===== config.mk =====
export PLATFORM = sky130hd
export DESIGN_NAME = alu_sequencer
export DESIGN_NICKNAME = d
export VERILOG_FILES = /design/src/rtl/alu_seq_pkg.sv /design/src/rtl/alu_seq_regfile.sv /design/src/rtl/alu_sequencer.sv
export SDC_FILE = /design/constraint.sdc
export NUM_CORES = 1
export LEC_CHECK = 0
export ABC_AREA = 1
export BUFFER_PORTS_ARGS = -buffer_cell sky130_fd_sc_hd__buf_2
export CAP_MARGIN = 25
export CORE_ASPECT_RATIO = 1.4
export CORE_UTILIZATION = 49
export DETAILED_ROUTE_END_ITERATION = 10
export PLACE_DENSITY = 0.75
export SYNTH_ARGS = -nofsm -noshare
export SYNTH_HDL_FRONTEND = slang
export SYNTH_SLANG_ARGS = --single-unit

===== constraint.sdc =====
create_clock -name clk -period 1.35 [get_ports clk]
set_input_delay 0 -clock clk [delete_from_list [all_inputs] [get_ports clk]]
set_output_delay 0 -clock clk [all_outputs]
set_load 0.02 [all_outputs]

===== src/rtl/alu_seq_pkg.sv =====
// Shared definitions for the ALU sequencer: opcodes, ALU select codes,
// instruction field offsets and FSM state encoding.
//
// Instruction layout (DATA_W = immediate width):
//   {opc[2:0], rd[1:0], rs1[1:0], rs2[1:0], imm[DATA_W-1:0]}
// Field offsets below are measured from bit DATA_W (the first bit above imm).
package alu_seq_pkg;

    localparam logic [2:0] OP_MOVA = 3'b000;
    localparam logic [2:0] OP_MOVB = 3'b001;
    localparam logic [2:0] OP_ADD  = 3'b010;
    localparam logic [2:0] OP_SUB  = 3'b011;
    localparam logic [2:0] OP_LDI  = 3'b100;
    localparam logic [2:0] OP_OUT  = 3'b101;

    localparam logic [1:0] SEL_A   = 2'b00;
    localparam logic [1:0] SEL_B   = 2'b01;
    localparam logic [1:0] SEL_ADD = 2'b10;
    localparam logic [1:0] SEL_SUB = 2'b11;

    localparam int unsigned RS2_OFS = 0;
    localparam int unsigned RS1_OFS = 2;
    localparam int unsigned RD_OFS  = 4;
    localparam int unsigned OPC_OFS = 6;

    typedef enum logic [1:0] {
        StIdle = 2'd0,
        StExec = 2'd1,
        StOut  = 2'd2
    } state_e;

endpackage


===== src/rtl/alu_seq_regfile.sv =====
// Four-entry register file for the ALU sequencer.
// Ports:
//   clk, rst_n            clock, async active-low clear of all entries
//   we_i/waddr_i/wdata_i  synchronous write port
//   raddr_a_i/rdata_a_o   combinational read port A
//   raddr_b_i/rdata_b_o   combinational read port B
module alu_seq_regfile #(
    parameter int unsigned DATA_W = 4
) (
    input  logic              clk,
    input  logic              rst_n,
    input  logic              we_i,
    input  logic [1:0]        waddr_i,
    input  logic [DATA_W-1:0] wdata_i,
    input  logic [1:0]        raddr_a_i,
    output logic [DATA_W-1:0] rdata_a_o,
    input  logic [1:0]        raddr_b_i,
    output logic [DATA_W-1:0] rdata_b_o
);

    logic [DATA_W-1:0] regs_q [4];

    always_ff @(posedge clk or negedge rst_n) begin
        if (!rst_n) begin
            for (int i = 0; i < 4; i++) begin
                regs_q[i] <= '0;
            end
        end else if (we_i) begin
            regs_q[waddr_i] <= wdata_i;
        end
    end

    assign rdata_a_o = regs_q[raddr_a_i];
    assign rdata_b_o = regs_q[raddr_b_i];

endmodule


===== src/rtl/alu_sequencer.sv =====
// Instruction sequencer driving an external combinational 4-op ALU.
// Accepts one instruction per handshake, executes it in one EXEC cycle
// (writing the ALU result or an immediate into the register file), or
// presents a register on the result channel (OUT).
// Ports:
//   clk, rst_n                     clock, async active-low reset
//   instr/instr_valid/instr_ready  instruction input channel
//   alu_a/alu_b/alu_sel/alu_o      ALU operand/select outputs and result input
//   res_data/res_valid/res_ready   result output channel
//   zero                           last ALU write produced zero
//   err_illegal                    sticky illegal-opcode flag
module alu_sequencer
    import alu_seq_pkg::*;
#(
    parameter  int unsigned DATA_W  = 4,
    localparam int unsigned INSTR_W = 9 + DATA_W
) (
    input  logic               clk,
    input  logic               rst_n,
    input  logic [INSTR_W-1:0] instr,
    input  logic               instr_valid,
    output logic               instr_ready,
    output logic [DATA_W-1:0]  alu_a,
    output logic [DATA_W-1:0]  alu_b,
    output logic [1:0]         alu_sel,
    input  logic [DATA_W-1:0]  alu_o,
    output logic [DATA_W-1:0]  res_data,
    output logic               res_valid,
    input  logic               res_ready,
    output logic               zero,
    output logic               err_illegal
);

    state_e             state_q, state_d;
    logic [INSTR_W-1:0] instr_q, instr_d;
    logic [DATA_W-1:0]  res_data_q, res_data_d;
    logic               zero_q, zero_d;
    logic               err_q, err_d;

    // Register file interface
    logic               rf_we;
    logic [1:0]         rf_waddr;
    logic [DATA_W-1:0]  rf_wdata;
    logic [1:0]         rf_raddr_a, rf_raddr_b;
    logic [DATA_W-1:0]  rf_rdata_a, rf_rdata_b;

    // Fields of the incoming and latched instruction
    logic [1:0]         in_rs1;
    logic [2:0]         in_opc;
    logic [2:0]         q_opc;
    logic [1:0]         q_rd, q_rs1, q_rs2;
    logic [DATA_W-1:0]  q_imm;

    assign in_opc = instr[DATA_W+OPC_OFS +: 3];
    assign in_rs1 = instr[DATA_W+RS1_OFS +: 2];
    assign q_opc  = instr_q[DATA_W+OPC_OFS +: 3];
    assign q_rd   = instr_q[DATA_W+RD_OFS  +: 2];
    assign q_rs1  = instr_q[DATA_W+RS1_OFS +: 2];
    assign q_rs2  = instr_q[DATA_W+RS2_OFS +: 2];
    assign q_imm  = instr_q[DATA_W-1:0];

    alu_seq_regfile #(
        .DATA_W (DATA_W)
    ) u_regfile (
        .clk       (clk),
        .rst_n     (rst_n),
        .we_i      (rf_we),
        .waddr_i   (rf_waddr),
        .wdata_i   (rf_wdata),
        .raddr_a_i (rf_raddr_a),
        .rdata_a_o (rf_rdata_a),
        .raddr_b_i (rf_raddr_b),
        .rdata_b_o (rf_rdata_b)
    );

    always_comb begin
        state_d     = state_q;
        instr_d     = instr_q;
        res_data_d  = res_data_q;
        zero_d      = zero_q;
        err_d       = err_q;
        rf_we       = 1'b0;
        rf_waddr    = q_rd;
        rf_wdata    = q_imm;
        rf_raddr_a  = q_rs1;
        rf_raddr_b  = q_rs2;
        alu_a       = '0;
        alu_b       = '0;
        alu_sel     = SEL_A;
        instr_ready = 1'b0;

        case (state_q)
            StIdle: begin
                // Gated by rst_n so ready is low for the whole reset window.
                instr_ready = rst_n;
                // OUT captures its register on the acceptance edge, so port A
                // looks at the incoming instruction while idle.
                rf_raddr_a  = in_rs1;
                if (instr_valid && instr_ready) begin
                    instr_d = instr;
                    if (in_opc == OP_OUT) begin
                        res_data_d = rf_rdata_a;
                        state_d    = StOut;
                    end else begin
                        state_d    = StExec;
                    end
                end
            end
            StExec: begin
                state_d = StIdle;
                case (q_opc)
                    OP_MOVA, OP_MOVB, OP_ADD, OP_SUB: begin
                        alu_a    = rf_rdata_a;
                        alu_b    = rf_rdata_b;
                        alu_sel  = q_opc[1:0];
                        rf_we    = 1'b1;
                        rf_wdata = alu_o;
                        zero_d   = (alu_o == '0);
                    end
                    OP_LDI: begin
                        rf_we    = 1'b1;
                        rf_wdata = q_imm;
                    end
                    default: begin
                        err_d = 1'b1;
                    end
                endcase
            end
            StOut: begin
                if (res_ready) begin
                    state_d = StIdle;
                end
            end
            default: begin
                state_d = StIdle;
            end
        endcase
    end

    always_ff @(posedge clk or negedge rst_n) begin
        if (!rst_n) begin
            state_q    <= StIdle;
            instr_q    <= '0;
            res_data_q <= '0;
            zero_q     <= 1'b0;
            err_q      <= 1'b0;
        end else begin
            state_q    <= state_d;
            instr_q    <= instr_d;
            res_data_q <= res_data_d;
            zero_q     <= zero_d;
            err_q      <= err_d;
        end
    end

    // res_valid follows the state register so an async reset drops it at once.
    assign res_valid   = (state_q == StOut);
    assign res_data    = res_data_q;
    assign zero        = zero_q;
    assign err_illegal = err_q;

endmodule


; ---- Yosys cells after proc, flatten, opt, wreduce, memory -nomap -nowiden
; Cells that the tools add are included.
[op_classes]
n_addsub = 0
n_mul = 0
div = 0
n_lt_le_gt_ge = 4
n_eq_ne = 9
shift = 0
mux = 25
bitwise = 4
n_reduce_logical = 12
[ops]
columns = operator, n
row1 = $mux W4, 11
row2 = $bmux W4 S2, 2
row3 = $bwmux W16, 1
row4 = $mux W2, 6
row5 = $ge A3 B3 Y1 const B, 3
row6 = $not A2 Y3, 3
row7 = $demux W4 S2, 1
row8 = $reduce_and A2 Y1, 4
row9 = $eq A3 B2 Y1 const B, 2
row10 = $eq A3 B3 Y1 const B, 2
row11 = $reduce_or A5 Y1, 1
row12 = $logic_not A4 Y1, 1
row13 = $pmux W2 S2, 1
row14 = $reduce_or A4 Y1, 1
row15 = $eq A3 B1 Y1 const B, 1
row16 = $logic_not A3 Y1, 1
row17 = $lt A3 B1 Y1 const B, 1
row18 = $mux W1, 3
row19 = $reduce_and A3 Y1, 1
row20 = $eq A2 B1 Y1 const B, 1
row21 = $eq A2 B2 Y1 const B, 1
row22 = $logic_and A1 B1 Y1, 2
row23 = $logic_not A2 Y1, 1
row24 = $ne A2 B1 Y1 const B, 1
row25 = 2 further kinds, 2
[totals]
ff_bits = 37
latchBits = 0
ram_bits = 0
rom_bits = 0
in_bits = 21
output_inout_bits = 18
mem_count = 0

; ---- Longest topological paths before layout
[depth]
depth_word = 8
mapped_depth = 8
mapped_depth_nobuf = 8

; ---- Modules after synthesis
; From an unflattened synthesis, not the netlist that was laid out.
[hier_totals]
hier_cells = 291
hier_area_um2 = 2045.7
[by_module_without_submodules]
columns = mod, instances, cells_each, area_per_inst_um2, seq_area_each_um2
row1 = alu_sequencer, 1, 141, 1042.2, 525.5
row2 = alu_seq_regfile, 1, 150, 1003.5, 400.4

; ---- Worst setup path after synthesis
; Ideal clock, no wire load.
[synth_path]
path_type = flip-flop to output port
from = register state_q[1]
to = output port alu_a[0]
arrival_time_ps = 1337
required_ps = 1350
path_slack_ps = 13
stages_incl_launch_ff = 8
n_path_buf = 0
path_cell_list = dfrtp_1 nor2_1 nand2_2 nand2_1 nand2_1 nand3_1 nand2_1 nor2_1
[synth_via]
elab_chain_len = 8
[synth_lines]
columns = item, line
row1 = "start, declared", alu_sequencer.sv:34  ; state_e state_q, state_d;
row2 = "start signal, assigned", alu_sequencer.sv:142  ; state_q <= StIdle;
row3 = "start signal, assigned", alu_sequencer.sv:148  ; state_q <= state_d;
row4 = $logic_not A2 Y1, alu_sequencer.sv:92  ; case (state_q)
row5 = $mux W2, alu_sequencer.sv:92
row6 = $not A2 Y3 (not written as such), alu_seq_regfile.sv:33  ; assign rdata_a_o = regs_q[raddr_a_i];
row7 = $bmux W4 S2, alu_seq_regfile.sv:33
row8 = $mux W4 (not written as such) (2 in series), alu_seq_regfile.sv:33
row9 = $mux W4, alu_sequencer.sv:111  ; case (q_opc)
row10 = $mux W4 *, alu_sequencer.sv:92
row11 = "end, declared", alu_sequencer.sv:23  ; output logic [DATA_W-1:0] alu_a,
; Every way passes the cells marked *; elsewhere a longest branch is shown, timed or not. The select of a mux whose other input is x is not followed.

; ---- Worst setup path after layout
[layout_path]
from = register state_q[0]
to = output port alu_a[0]
; Same word-level chain as after synthesis.

==> flow_summary.ini <==
[synthesis]
yosysTopAreaCell = dfrtp_1
synth_edf_count = 0
synth_common_cells = 53 x nand2_1, 37 x dfrtp_1, 33 x inv_1
yosysTopAreaCellShare = 0.4897
ys_seq_area_frac = 0.4897
synthTopCellsByArea = dfrtp_1 49%, nand2_1 11%, nand3_1 7.4%, o21ai_0 7.1%, inv_1 6.6%
synth-seq-cells = 37
yosysMostFrequentCell = nand2_1
ys.flop_type = dfrtp_1
yosys_warnings = 0
synthesis.nets = 263
syn_area_per_cell_um2 = 7.812
syn-cell-area_um2 = 1891
async_reset_ff_frac = 1.000
syn_inst = 242
synth_cell_types = 21

[clock_tree]
cts_tree = yes
htreeDepth = 2
cts_root_buffer = clkbuf_8
clkSlewWorstSetupHoldPaths_ns = 0.08
clk_path_buf_depth = 2
numCtsBuffers = 5
clkLatencyLatePin_ns = 0.30
clock_sinks = 37

[worst_hold_path]
worst_hold_path.num_cells = 3
min_to = instr_q[7]
hold_path.class = input port to flop
worstHoldStart = instr[7]

[place]
dp.cells = 335
gp_congestion = 0.9110
post-place-ws_ns = -0.09798
dp_hpwl_mm = 3.370
place_area_um2 = 2237
io_buffers = 38

[global_routing]
grt_pass1_wl_mm = 8.418
antenna_found_initial = 0
grt_use_total = 0.2893
grt-ovfl-total = 0
first_global_vias = 1953
grt_max_degree = 38

[worst_setup_path]
cp_slowest_stage_delay_ns = 0.44
path_max_fanout = 5
start_kind = flop
r2r-end = u_regfile.regs_q[7]
path_class = flop to output pin
r2r_start = instr_q[11]
rr_worst_depth = 7
ff2ff_setup_slack_ns = -0.25
cp_slowest_cell = dfrtp_1
crit_start = state_q[0]
worstPathRequired_ns = 1.35
cp_top_family = simple AND/OR/NAND/NOR gates
cp_cell_sequence = inv_2 > nand2_8 > nand2_2 > o21ai_4 > nand3_1 > nand2_1 > nor2_1 > buf_4
critPathCaptureType = output pin
worst-path-buf-inv = 2
critical_path_arrival_ns = 1.68

[route]
wire_per_inst_um = 18.66
num_vias = 2117
drc = 0
drt_iter0_markers = 131
postRouteAntennaNets = 0
routed_via_density = 5.864
wirelength_mm = 6.738
drtPass1Iterations = 5

[power]
p_int_mw = 2.823
p_leak_nw = 1.484
cellPowerDensity_nw_per_um2 = 1511
power_frac_comb = 0.352
p_switching_mw = 1.821
seqPwrFrac = 0.394
clockPowerShare = 0.253
switching_share = 0.3921
vdd.ir_drop.worst_mv = 1.246

[timing]
tightestPinTransition_ns = 0.5796
finalSetupViolCount = 47
slew_headroom = 0.6095
min_period_ns = 1.679
drv_slew = 0
setup_slack_ns = -0.3292
hold_violations = 0
post-route-period-util = 1.244
fmax_mhz = 595.5
rsz0062_at_grt = true
fin_skew_ns = 0.01294

[outcome]
violations = negative setup slack
status = finished with violations

[cells_and_area]
fillCellCount = 180
diodes = 0
finalNonFillerCells = 361
final-seq-area_um2 = 928.4
area_growth_pct = 62.54
multi_input_area_um2 = 1199
layout-drive-gt1-share = 0.4357
finalInstanceArea_um2 = 3073
fin_util = 0.8359
layout.nets = 339

[floorplan]
die-area_um2 = 4114
die_h_um = 75.50
start_util = 0.5143
core_area_um2 = 3676
boundaryPins = 39
rows = 26
die_w_um = 54.50

[flow_run]
drv_cap = 0
-- cell usage in the layout, fill, tap and decap left out, types with 5 or more instances in the layout --
| master | count |
|---|---|
| a21oi_1 | 12 |
| buf_2 | 27 |
| buf_4 | 10 |
| buf_6 | 16 |
| clkbuf_8 | 5 |
| dfrtp_1 | 35 |
| dlygate4sd3_1 | 15 |
| inv_1 | 32 |
| nand2_1 | 35 |
| nand2_2 | 15 |
| nand2_4 | 7 |
| nand3_1 | 20 |
| nand3_2 | 8 |
| nor2_1 | 6 |
| nor2_4 | 12 |
| o21ai_0 | 10 |
| o21ai_1 | 13 |
| o21ai_4 | 5 |
-- layer usage --
metal,track usage,up-vias,wire (µm)
met2,0.4783,130,3562
met3,0.07585,38,439
met4,0.1652,0,333
met5,0,-,0
li1,-,938,-
met1,0.3299,1011,2402
-- registers in the layout, summed over array words and instances (netlist names) --
register / count
u_regfile.regs_q: 16
zero: 1
state_q: 2
err_illegal: 1
instr_q: 13
res_data: 4
-- logic make-up after synthesis --
logic type      after synthesis  synth area share
compound gates               55            0.1496
simple gates                111            0.2786
buf+inv                      39           0.08206
flops                        37            0.4897
-- power by group through the flow --
stage               clock, mW  combinational (mW)  sequential [mW]
floorplan                   0               0.707             1.74
global placement            0                1.09             1.77
detailed placement          0                1.11             1.78
CTS                      1.17                1.27             1.77
global route             1.23                1.76             1.88
finish                   1.18                1.64             1.83
-- how the worst max path moves through the flow --
stage,end,slack [ns],cells after the start
finish,alu_a[0],-0.33,8
global route,alu_a[1],-0.40,8
CTS,alu_a[3],-0.22,7
detailed placement,alu_a[2],-0.1,8
global placement,alu_a[2],-0.03,8
floorplan,alu_a[0],0.01,7
-- metrics by stage --
step | TNS, ns | hold slack, ns | power (mW)
4_1_cts | -3.327 | 0.0001366 | 4.212
5_1_grt | -9.564 | 0.04814 | 4.861
3_3_place_gp | -0.1032 | 0.1053 | 2.858
3_5_place_dp | -0.4164 | 0.1013 | 2.890
6_report | -6.819 | 0.06371 | 4.645
2_1_floorplan | 0 | -0.2956 | 2.444
-- tightest hold or removal path, cell delays in order --
cell     delay (ns)
buf_2          0.08
inv_1          0.09
o21ai_1        0.15
-- repair_timing --
| action | 4_1_cts | 5_1_grt |
|---|---|---|
| resized for setup | 52 | 86 |
| pin swaps | 6 | 18 |
| endpoints found under the hold margin | 51 | 0 |
| buffers inserted | 5 | 0 |
| hold buffers | 15 | 0 |
| cloned | 2 | 1 |
| setup endpoints to repair | 22 | 46 |
-- layout make-up --
| type | count | share of cell area |
|---|---|---|
| clock buffers | 5 | 0.02239 |
| clock inverters | 3 | 0.02117 |
| inverters | 35 | 0.04275 |
| multi-input cells | 167 | 0.3901 |
| flip-flops and latches | 37 | 0.3021 |
| well taps | 42 | 0.01710 |
| repair buffers | 72 | 0.2044 |
(Power assumes the default switching activity.)
